**config.mk**
```make
export PLATFORM = sky130hd
export DESIGN_NAME = seg_display_arbiter
export DESIGN_NICKNAME = d
export VERILOG_FILES = /design/src/rtl/seg_display_arbiter_pkg.sv /design/src/rtl/seg_blink_timer.sv /design/src/rtl/seg_display_arbiter.sv
export SDC_FILE = /design/constraint.sdc
export NUM_CORES = 1
export LEC_CHECK = 0
export ABC_CLOCK_PERIOD_IN_PS = 3400
export CORE_MARGIN = 2
export CORE_UTILIZATION = 51
export CTS_BUF_LIST = sky130_fd_sc_hd__clkbuf_4
export CTS_CLUSTER_DIAMETER = 120
export DETAILED_ROUTE_END_ITERATION = 12
export GPL_ROUTABILITY_DRIVEN = 0
export GPL_TIMING_DRIVEN = 1
export PLACE_DENSITY = 0.95
export SETUP_SLACK_MARGIN = 0.3
export SYNTH_ARGS = -nofsm -noshare
export SYNTH_HDL_FRONTEND = slang
export SYNTH_SLANG_ARGS = --single-unit
```
**constraint.sdc**
```tcl
create_clock -name clk -period 3.4 [get_ports clk]
set_input_delay 0.34 -clock clk [delete_from_list [all_inputs] [get_ports clk]]
set_output_delay 0.34 -clock clk [all_outputs]
set_load 0.01 [all_outputs]
```
**src/rtl/seg_display_arbiter_pkg.sv**
```systemverilog
// Shared definitions for the hex display arbiter: FSM states, blink phase and source indices.
package seg_display_arbiter_pkg;

  typedef enum logic [1:0] {
    ARB_IDLE,
    ARB_SWITCH,
    ARB_GRANT
  } arb_state_t;

  typedef enum logic {
    PHASE_VISIBLE,
    PHASE_HIDDEN
  } blink_phase_t;

  localparam logic [1:0] SRC_STATUS = 2'd0;
  localparam logic [1:0] SRC_PEN    = 2'd1;
  localparam logic [1:0] SRC_ALERT  = 2'd2;

  // Highest-index asserted request; returns SRC_STATUS when nothing is requested.
  function automatic logic [1:0] top_src(input logic [2:0] req);
    if (req[SRC_ALERT])    return SRC_ALERT;
    else if (req[SRC_PEN]) return SRC_PEN;
    else                   return SRC_STATUS;
  endfunction

  // Request bits that outrank the given source.
  function automatic logic [2:0] above_mask(input logic [1:0] src);
    case (src)
      SRC_STATUS: return 3'b110;
      SRC_PEN:    return 3'b100;
      default:    return 3'b000;
    endcase
  endfunction

endpackage

```
**src/rtl/seg_blink_timer.sv**
```systemverilog
// Blink half-period counter: toggles the phase every BLINK_CYC cycles, held visible while cleared.
module seg_blink_timer
  import seg_display_arbiter_pkg::*;
#(
  parameter int unsigned BLINK_CYC = 12_500_000
) (
  input  logic         clk,
  input  logic         rst_n,
  input  logic         clear,
  output blink_phase_t phase
);

  localparam int unsigned CNT_W = $clog2(BLINK_CYC + 1);

  logic [CNT_W-1:0] blink_cnt;

  always_ff @(posedge clk or negedge rst_n) begin
    if (!rst_n) begin
      blink_cnt <= '0;
      phase     <= PHASE_VISIBLE;
    end else if (clear) begin
      blink_cnt <= '0;
      phase     <= PHASE_VISIBLE;
    end else if (blink_cnt == CNT_W'(BLINK_CYC - 1)) begin
      blink_cnt <= '0;
      phase     <= (phase == PHASE_VISIBLE) ? PHASE_HIDDEN : PHASE_VISIBLE;
    end else begin
      blink_cnt <= blink_cnt + 1'b1;
    end
  end

endmodule

```
**src/rtl/seg_display_arbiter.sv**
```systemverilog
// Shares one 8-digit hex display between three prioritised sources with hold time,
// a blank cycle on every owner change and optional per-source blink.
module seg_display_arbiter
  import seg_display_arbiter_pkg::*;
#(
  parameter int unsigned HOLD_CYC  = 25_000_000,
  parameter int unsigned BLINK_CYC = 12_500_000
) (
  input  logic        clk,
  input  logic        rst_n,
  input  logic [2:0]  req,
  input  logic [95:0] src_data,
  input  logic [23:0] src_en,
  input  logic [2:0]  src_blink,
  output logic [2:0]  grant,
  output logic [31:0] disp_data,
  output logic [7:0]  disp_en,
  output logic        busy
);

  localparam int unsigned HOLD_W = $clog2(HOLD_CYC + 1);

  arb_state_t       state, state_next;
  logic [1:0]       owner;
  logic [1:0]       win;
  logic [HOLD_W-1:0] hold_cnt;
  logic             hold_done;
  logic             blink_clear;
  blink_phase_t     phase;
  logic [31:0]      sel_data;
  logic [7:0]       sel_en;

  assign blink_clear = (state != ARB_GRANT);
  assign busy        = (state != ARB_IDLE);

  seg_blink_timer #(
    .BLINK_CYC(BLINK_CYC)
  ) u_blink (
    .clk  (clk),
    .rst_n(rst_n),
    .clear(blink_clear),
    .phase(phase)
  );

  always_comb begin
    state_next = state;
    win        = top_src(req);
    hold_done  = (hold_cnt == HOLD_W'(HOLD_CYC));
    sel_data   = src_data[{owner, 5'd0} +: 32];
    sel_en     = (src_blink[owner] && phase == PHASE_HIDDEN) ? '0 : src_en[{owner, 3'd0} +: 8];
    case (state)
      ARB_IDLE:   if (|req) state_next = ARB_SWITCH;
      ARB_SWITCH: state_next = (|req) ? ARB_GRANT : ARB_IDLE;
      ARB_GRANT:  if (!req[owner] || ((|(req & above_mask(owner))) && hold_done))
                    state_next = ARB_SWITCH;
      default:    state_next = ARB_IDLE;
    endcase
  end

  // The display loads only on cycles that stay in GRANT, so the exit edge already blanks it.
  always_ff @(posedge clk or negedge rst_n) begin
    if (!rst_n) begin
      state     <= ARB_IDLE;
      owner     <= SRC_STATUS;
      grant     <= '0;
      hold_cnt  <= '0;
      disp_data <= '0;
      disp_en   <= '0;
    end else begin
      state <= state_next;

      if (state == ARB_SWITCH && state_next == ARB_GRANT) begin
        owner <= win;
        grant <= 3'b001 << win;
      end else if (state_next != ARB_GRANT) begin
        grant <= '0;
      end

      if (state != ARB_GRANT)
        hold_cnt <= '0;
      else if (!hold_done)
        hold_cnt <= hold_cnt + 1'b1;

      if (state == ARB_GRANT && state_next == ARB_GRANT) begin
        disp_data <= sel_data;
        disp_en   <= sel_en;
      end else begin
        disp_en <= '0;
      end
    end
  end

endmodule

```
# Word level (Yosys, flattened, before mapping)
# Cells that the tools add are included.
# Widths: inputs -> output; s select.
# word_totals
regBits,97
inputBits,128
output_inout_bits,44
word_cells,60
# op_classes
add_sub_neg,2
n_lt_le_gt_ge,1
n_eq_ne,9
shifts,3
n_mux,23
bitwise,1
reduce_logical,13
# ops
operator,count
$shiftx 96x8->32,1
$mux 25,2
$mux 24,2
$add 25x1->25 const B,1
$eq 25x25->1 const B,1
$add 24x1->24 const B,1
$eq 24x24->1 const B,1
$shiftx 24x6->8,1
$mux 8,2
$mux 3,3
$mux 2,4
$mux 1,6
$pmux 2 s3,1
$pmux 3 s2,1
$reduce_bool 2->1,3
$reduce_or 3->1,2
$bmux 1 s2,2
$eq 2x1->1 const B,2
$eq 2x2->1 const B,2
$logic_and 1x1->1,4
$logic_not 2->1,2
$ne 2x2->1 const B,2
$and 3x3->3,1
$lt 2x3->1 const B,1
4 further kinds,4

# Longest topological paths before layout
# Gate-level depths: netlist of the first run.
# logic_depth
ltp_word,12
mapped_depth,8
ltp_nobuf,7

# Hierarchy
# Synthesis of the first run repeated with hierarchy kept, for this count alone.
# hier_totals
hier_cells,518
area_unflattened_um2,5240.0
# modules_own_cells
module,instances,cells_per_inst,area_per_inst_um2,seq_area_each_um2
seg_display_arbiter,1,385,3972.6,1801.7
seg_blink_timer,1,133,1267.5,625.6

# Worst setup path before layout of the first run
# OpenSTA, ideal clock, no wires.
# synth_path
kind,flip-flop to flip-flop
startpoint,register hold_cnt[2]
endpoint,register disp_data[11]
setup_time_ns,0.125
arrival_ns,1.995
required_time_ns,3.275
setup_slack_ns,1.280
stages_incl_launch_ff,7
path_buffers,1
period_less_slack_ns,2.120
path_cell_list,dfrtp_1 > or4_4 > a2111o_1 > o21ai_2 > nor2_2 > buf_6 > mux2_4
# synth_between
elab_chain_len,7
# synth_lines
item,line,rtl
start: declaration,seg_display_arbiter.sv:26,logic [HOLD_W-1:0] hold_cnt;
start signal: assignment,seg_display_arbiter.sv:82,hold_cnt <= hold_cnt + 1'b1;
$eq 25x25->1,seg_display_arbiter.sv:48,hold_done = (hold_cnt == HOLD_W'(HOLD_CYC));
$logic_and 1x1->1,seg_display_arbiter.sv:54,ARB_GRANT: if (!req[owner] || ((|(req & above_mask(owner))) && hold_done))
$logic_or 1x1->1,seg_display_arbiter.sv:54,
$mux 2,seg_display_arbiter.sv:54,
$pmux 2 s3,seg_display_arbiter.sv:51,case (state)
$eq 2x2->1,seg_display_arbiter.sv:84,if (state == ARB_GRANT && state_next == ARB_GRANT) begin
$logic_and 1x1->1,seg_display_arbiter.sv:84,
end signal: assignment,seg_display_arbiter.sv:85,disp_data <= sel_data;
end: declaration,seg_display_arbiter.sv:16,"output logic [31:0] disp_data,"
# No other way between the ends.
# A chain may end at the register's enable or synchronous reset.

# Final worst setup path of the first run
# layout_path
startpoint,register owner[1]
endpoint,register disp_data[7]
# layout_between
elab_chain_len,11
# layout_lines
item,line,rtl
start: declaration,seg_display_arbiter.sv:24,logic [1:0] owner;
start signal: assignment,seg_display_arbiter.sv:73,owner <= win;
$eq 2x1->1 / $logic_not 2->1 (equally long branches),seg_display_arbiter_pkg.sv:28,case (src)
$pmux 3 s2,seg_display_arbiter_pkg.sv:28,
$mux 3,seg_display_arbiter.sv:51,
$and 3x3->3,seg_display_arbiter.sv:54,
$reduce_or 3->1,seg_display_arbiter.sv:54,
$logic_and 1x1->1,seg_display_arbiter.sv:54,
$logic_or 1x1->1,seg_display_arbiter.sv:54,
$mux 2,seg_display_arbiter.sv:54,
$pmux 2 s3,seg_display_arbiter.sv:51,
$eq 2x2->1,seg_display_arbiter.sv:84,
$logic_and 1x1->1,seg_display_arbiter.sv:84,
# Parallel ways exist; a longest one is shown, timed or not. The select of a mux whose other input is x is not followed.

==> impl_metrics.toml, run 1 <==
[outcome]
status = "finished clean"

[sta]
fin_crit_sh = 0.821
timing.hold.ws_ns = 0.388
drv_slew = 0
skew_ns = 0.0416
worst_slack_ns = 0.610
rsz0062_at_grt = "false"
tns_ns = 0
setup_violations = 0
tightest_slew_ns = 1.29
max_freq_mhz = 358
relSlewSlack = 0.140
fin_crit_ns = 2.79
hold_violations = 0

[worst_hold_path]
hp-class = "input port to asynchronous set/reset pin"

[logic_synthesis]
synthXorXnorAreaFrac = 0.0742
synth-adder-area-share = 0.00722
syn_nets = 644
synth_top_area_cell = "dfrtp_1"
netlist.area_leader.share = 0.467
syn_area_sq_um = 5200
ys_types = 43
synth.area.top_cells = "dfrtp_1 (47%), mux2i_1 (8.3%), mux2_4 (7.8%), xor2_1 (4.7%), nand2_1 (4.5%)"
yosysSeqAreaShare = 0.467
ys_seq_elements = 97
synth_simple_gate_area_frac = 0.185
synth-warning-count = 0
synthMuxAreaShare = 0.172
netlist_instances = 513
synth_compound_area_frac = 0.0662
synth_top_family_by_area = "simple AND/OR/NAND/NOR gates"
avgSynthCellArea_sq_um = 10.1

[route]
met3_length_um = 1090
drc = 0
wl_met2_um = 8250
wirelength_met1_um = 5890
routed_wl_um = 16000
detail-route-antenna-nets = 0
avgRoutedWirePerCell_um = 19.5
vias = 4747
dr.first_iter.drc_count = 346
first_pass_iters = 5
via_per_inst = 5.80
top_layer = "met4"

[critical_path]
critPathLaunchType = "flop"
crit_arrival_ns = 3.16
required_ns = 3.77
worst-setup-path-type = "flop to flop"
endpoint_kind = "flop"
critPathMaxFanout = 35

[power_and_ir_drop]
ir_drop_v = 0.000357
p_leak_nw = 2.94
total_power_mw = 4.41
power_density_nw_per_um2 = 613

[global_route]
grt_use_total = 0.297
grt_pass1_wl_um = 25600
grt_max_degree = 49
grt-ovfl-total = 0
grt_pass1_vias = 4894
antenna_found_initial = 0

[layout]
area_growth_syn_to_layout_pct = 38.3
final_common_cell = "clkdlybuf4s50_1"
final_cell_mix = "clkdlybuf4s50_1 (170), dfrtp_1 (96), nand2_1 (62), nor2_1 (59), o21ai_0 (45)"
fin_nets = 812
fill_cells = 610
drive_above_1_share = 0.0948
antenna_cells = 0

[placed_design]
place_ws_ns = 0.509
port_buffers = 171
place_hpwl_um = 11500

[floorplan]
dieWidth_um = 105
core_area_sq_um = 9820
initial_core_util = 0.529
pin_count = 172
die_h_um = 105
rows = 36
die_area_sq_um = 11000

[clock_tree]
cts-buffers-inserted = 9
clockBufferDepth = 2
cts_tree = "done"
cts-root-buf = "clkbuf_4"
clk_pin_slew_ns = 0.18
clk_latency_ns = 0.48
cts.sinks = 97
cts_max_level = 3

[run]
maxCapViolCount = 0
[state kept, by name, summed over array words and instances (netlist names)]
name / count
disp_data: 32
hold_cnt: 25
u_blink.blink_cnt: 24
disp_en: 8
grant: 3
owner: 2
state: 2
u_blink.phase: 1
[cells in the mapped netlist]
| library cell | n |
|---|---|
| dfrtp_1 | 97 |
| nand2_1 | 62 |
| nor2_1 | 59 |
| o21ai_0 | 45 |
| mux2i_1 | 43 |
| xor2_1 | 28 |
| mux2_4 | 27 |
| nand3_1 | 19 |
| clkbuf_1 | 18 |
| xnor2_1 | 16 |
| nand4_1 | 12 |
| and2_1 | 10 |
| inv_1 | 9 |
| and3_1 | 6 |
| nor4_1 | 6 |
| mux2_2 | 5 |
| nand2b_1 | 5 |
| nor3_1 | 5 |
| a22o_1 | 4 |
| and4_1 | 4 |
| nor2b_1 | 4 |
| buf_6 | 3 |
| ha_1 | 3 |
| buf_1 | 2 |
| nor4b_1 | 2 |
| or4_1 | 2 |
| a2111o_1 | 1 |
| a211oi_1 | 1 |
| a21oi_1 | 1 |
| a31o_2 | 1 |
| a31oi_1 | 1 |
| a32o_1 | 1 |
| and3b_1 | 1 |
| buf_2 | 1 |
| nand3b_1 | 1 |
| nor2_2 | 1 |
| o21ai_2 | 1 |
| o2bb2ai_1 | 1 |
| o311ai_0 | 1 |
| o41ai_1 | 1 |
| or2_2 | 1 |
| or4_4 | 1 |
| or4bb_1 | 1 |
[path summary, 6_finish.rpt]
path / startpoint / endpoint / slack (ns) / cells past startpoint
max: owner[1] / disp_data[7] / 0.61 / 5
min: rst_n / grant[0] / 0.39 / 2
max reg2reg: owner[1] / disp_data[7] / 0.61 / 5
min reg2reg: disp_data[2] / disp_data[2] / 0.53 / 1
max in group asynchronous: rst_n / disp_data[27] / 2.21 / 3
min in group clk: disp_data[2] / disp_data[2] / 0.53 / 1
[routing by layer]
layer	global-route usage	vias to the layer above
met5	0	-
met4	0.164	0
met3	0.0717	67
met2	0.511	252
met1	0.339	2321
li1	-	2107
[report_power, final]
group	internal (mW)	switching, mW	total (mW)
Sequential	1.40	0.201	1.60
Combinational	1.13	1.05	2.18
Clock	0.235	0.395	0.630
Total	2.76	1.65	4.41
[area by class of cell]
class,count,area (sq um),share of cell area
Clock inverter,6,67.6,0.00940
Clock buffer,10,75.1,0.0104
Timing Repair Buffer,181,1790,0.249
Multi-Input combinational cell,383,2630,0.366
Sequential cell,97,2430,0.338
Tap cell,133,166,0.0232
Inverter,9,33.8,0.00470
[repair_timing]
action	4_1_cts	5_1_grt
buffers inserted	0	0
endpoints found under the hold margin	46	0
setup endpoints to repair	0	0
gates resized for setup	0	0
hold buffers	1	0
[logic make-up after synthesis]
logic type | Yosys count
mux | 75
xor+xnor | 44
simple gates | 202
compound gates | 59
buf+inv | 33
fa+ha+maj | 3
flops | 97
[through the flow]
stage / cells / cell area (sq um) / utilization
2_1_floorplan: 513 / 5200 / -
3_3_place_gp: 802 / 7030 / 0.716
3_5_place_dp: 802 / 7030 / 0.716
4_1_cts: 819 / 7190 / 0.732
5_1_grt: 819 / 7190 / 0.732
6_report: 819 / 7190 / 0.732
[critical path, stage by stage (launching register included)]
cell	delay [ns]
dfrtp_1	0.55
buf_4	0.32
o2bb2ai_1	0.24
o21ai_2	0.14
nor2_4	0.98
mux2_2	0.44
Power figures use the tool's default switching activity.
==> run 2, diff against run 1 <==
ABC_CLOCK_PERIOD_IN_PS = 2350   (was 3400)
CORE_UTILIZATION = 43   (was 51)
PLACE_DENSITY = 0.87   (was 0.95)
clock period = 2.35 ns   (was 3.4 ns; I/O delays follow)
==> run 2 against run 1 <==
First-iteration DRC count shrank 35%. Final area grew 4.5%. Cell count grew 5.1%. Count of clock-buffer cells in the layout fell by 1. Sequential share of layout area fell by 1.4 points. Fmax increased by 30%. Global-route usage down 7.0 points. Non-clock buffer count is 24 higher. Die area grew 18%. Largest power group unchanged.
==> impl_metrics.toml, run 2 (synthesis results as in run 1) <==
[outcome]
status = "finished clean"

[sta]
skew_ns = 0.0140
timing.hold.ws_ns = 0.323
rsz0062_at_grt = "true"
fin_crit_ns = 2.14
drv_slew = 0
fin_crit_sh = 0.912
setup_violations = 0
hold_violations = 0
tightest_slew_ns = 0.594
max_freq_mhz = 467
relSlewSlack = 0.604
tns_ns = 0

[run]
maxCapViolCount = 0

[placed_design]
dpl_cell_area_sq_um = 7170
port_buffers = 171
place_hpwl_um = 10500

[global_route]
grt_use_total = 0.227
grt_max_degree = 47
grt_pass1_wl_um = 23200
antenna_found_initial = 0
grt_pass1_vias = 4740
grt-ovfl-total = 0

[layout]
drive_above_1_share = 0.140
largest_reg_flops = 32
top_register = "disp_data"
ff_latch_area_sq_um = 2430
final_cell_mix = "clkdlybuf4s50_1 (170), dfrtp_1 (93), nand2_1 (62), nor2_1 (59), o21ai_0 (45)"
reg_top3 = "disp_data: 32 flops, hold_cnt: 25 flops, u_blink.blink_cnt: 24 flops"
multi_input_area_sq_um = 2730
area_growth_syn_to_layout_pct = 44.5
final_common_cell = "clkdlybuf4s50_1"
fin_nets = 839
final_util = 0.630
fill_cells = 932
fin_area_sq_um = 7510

[worst_hold_path]
hp-class = "input port to asynchronous set/reset pin"

[route]
avgRoutedWirePerCell_um = 17.0
vias = 4586
dr.first_iter.drc_count = 225
first_pass_iters = 4
via_per_inst = 5.33
detail-route-antenna-nets = 0
drc = 0
routed_wl_um = 14600

[clock_tree]
cts-root-buf = "clkbuf_4"
clk_pin_slew_ns = 0.15
clk_latency_ns = 0.45
cts-buffers-inserted = 9
cts_max_level = 3
clockBufferDepth = 2
cts.sinks = 97
cts_tree = "done"

[critical_path]
slowest_delay_ns = 0.55
crit_chain = "or4_4 -> a2111o_1 -> o21ai_4 -> buf_4 -> nor2_4 -> mux2_4"
required_ns = 2.69
critPathLaunchType = "flop"
crit_buf_inv = 1
crit_arrival_ns = 2.49
crit_slowest_cell = "or4_4"
worst_path_dominant_cell_family = "simple AND/OR/NAND/NOR gates"
worst-setup-path-type = "flop to flop"
critPathMaxFanout = 9
endpoint_kind = "flop"

[floorplan]
core_area_sq_um = 11900
initial_core_util = 0.436
pin_count = 172
die_h_um = 114
die_area_sq_um = 13000
dieWidth_um = 114
rows = 40

[power_and_ir_drop]
seqPwrFrac = 0.351
switchingPower_mw = 2.35
p_leak_nw = 3.08
power_frac_clock = 0.139
power_density_nw_per_um2 = 858
ir_drop_v = 0.000414
internal_power_mw = 4.09
total_power_mw = 6.45
pwr-share-comb = 0.511
sw_frac_of_total = 0.365
[run 2: timing repair]
action                                  in CTS  in global routing
gates resized for setup                      5                 13
endpoints found under the setup margin      46                 59
pin swaps                                    4                  3
endpoints found under the hold margin       44                  0
hold buffers                                 1                  0
cloned                                       3                  0
setup buffers                                5                  5
[run 2: per-stage QoR]
stage,setup WS (ns),cells
final,0.207,861
after global routing,0.155,860
after CTS,0.164,855
after detailed placement,-0.335,830
after global placement,-0.232,830
after floorplan,0.230,513
[run 2: final timing paths]
kind                                      startpoint  slack [ns]  depth (start not counted)                     to
worst max register to register           hold_cnt[2]        0.21                          6          disp_data[14]
min in group clk                          src_en[23]        0.47                          4             disp_en[7]
worst max-delay path                     hold_cnt[2]        0.21                          6          disp_data[14]
worst min register to register  u_blink.blink_cnt[0]        0.52                          1   u_blink.blink_cnt[0]
worst min-delay path                           rst_n        0.32                          2          disp_data[17]
max in group asynchronous                      rst_n        1.34                          3  u_blink.blink_cnt[12]
[run 2: metal layers]
metal / global-route usage / up-vias / wire (um)
li1: - / 2168 / -
met4: 0.0902 / 0 / 438
met2: 0.404 / 192 / 7400
met3: 0.0526 / 38 / 1060
met5: 0 / - / 0
met1: 0.264 / 2188 / 5750
[run 2: layout make-up]
class | count | share of cell area
Timing Repair Buffer | 205 | 0.265
Inverter | 9 | 0.00450
Clock buffer | 9 | 0.00900
Antenna cell | 1 | 0.000333
Clock inverter | 7 | 0.00950
Multi-Input combinational cell | 386 | 0.364
Tap cell | 147 | 0.0245
Sequential cell | 97 | 0.324
[run 2: power groups by stage]
stage	registers, mW	clock network [mW]	logic [mW]
after floorplan	2.37	0	1.69
after global routing	2.30	0.986	3.53
after detailed placement	2.29	0	3.14
final	2.26	0.894	3.29
after global placement	2.28	0	3.02
after CTS	2.26	0.912	3.25
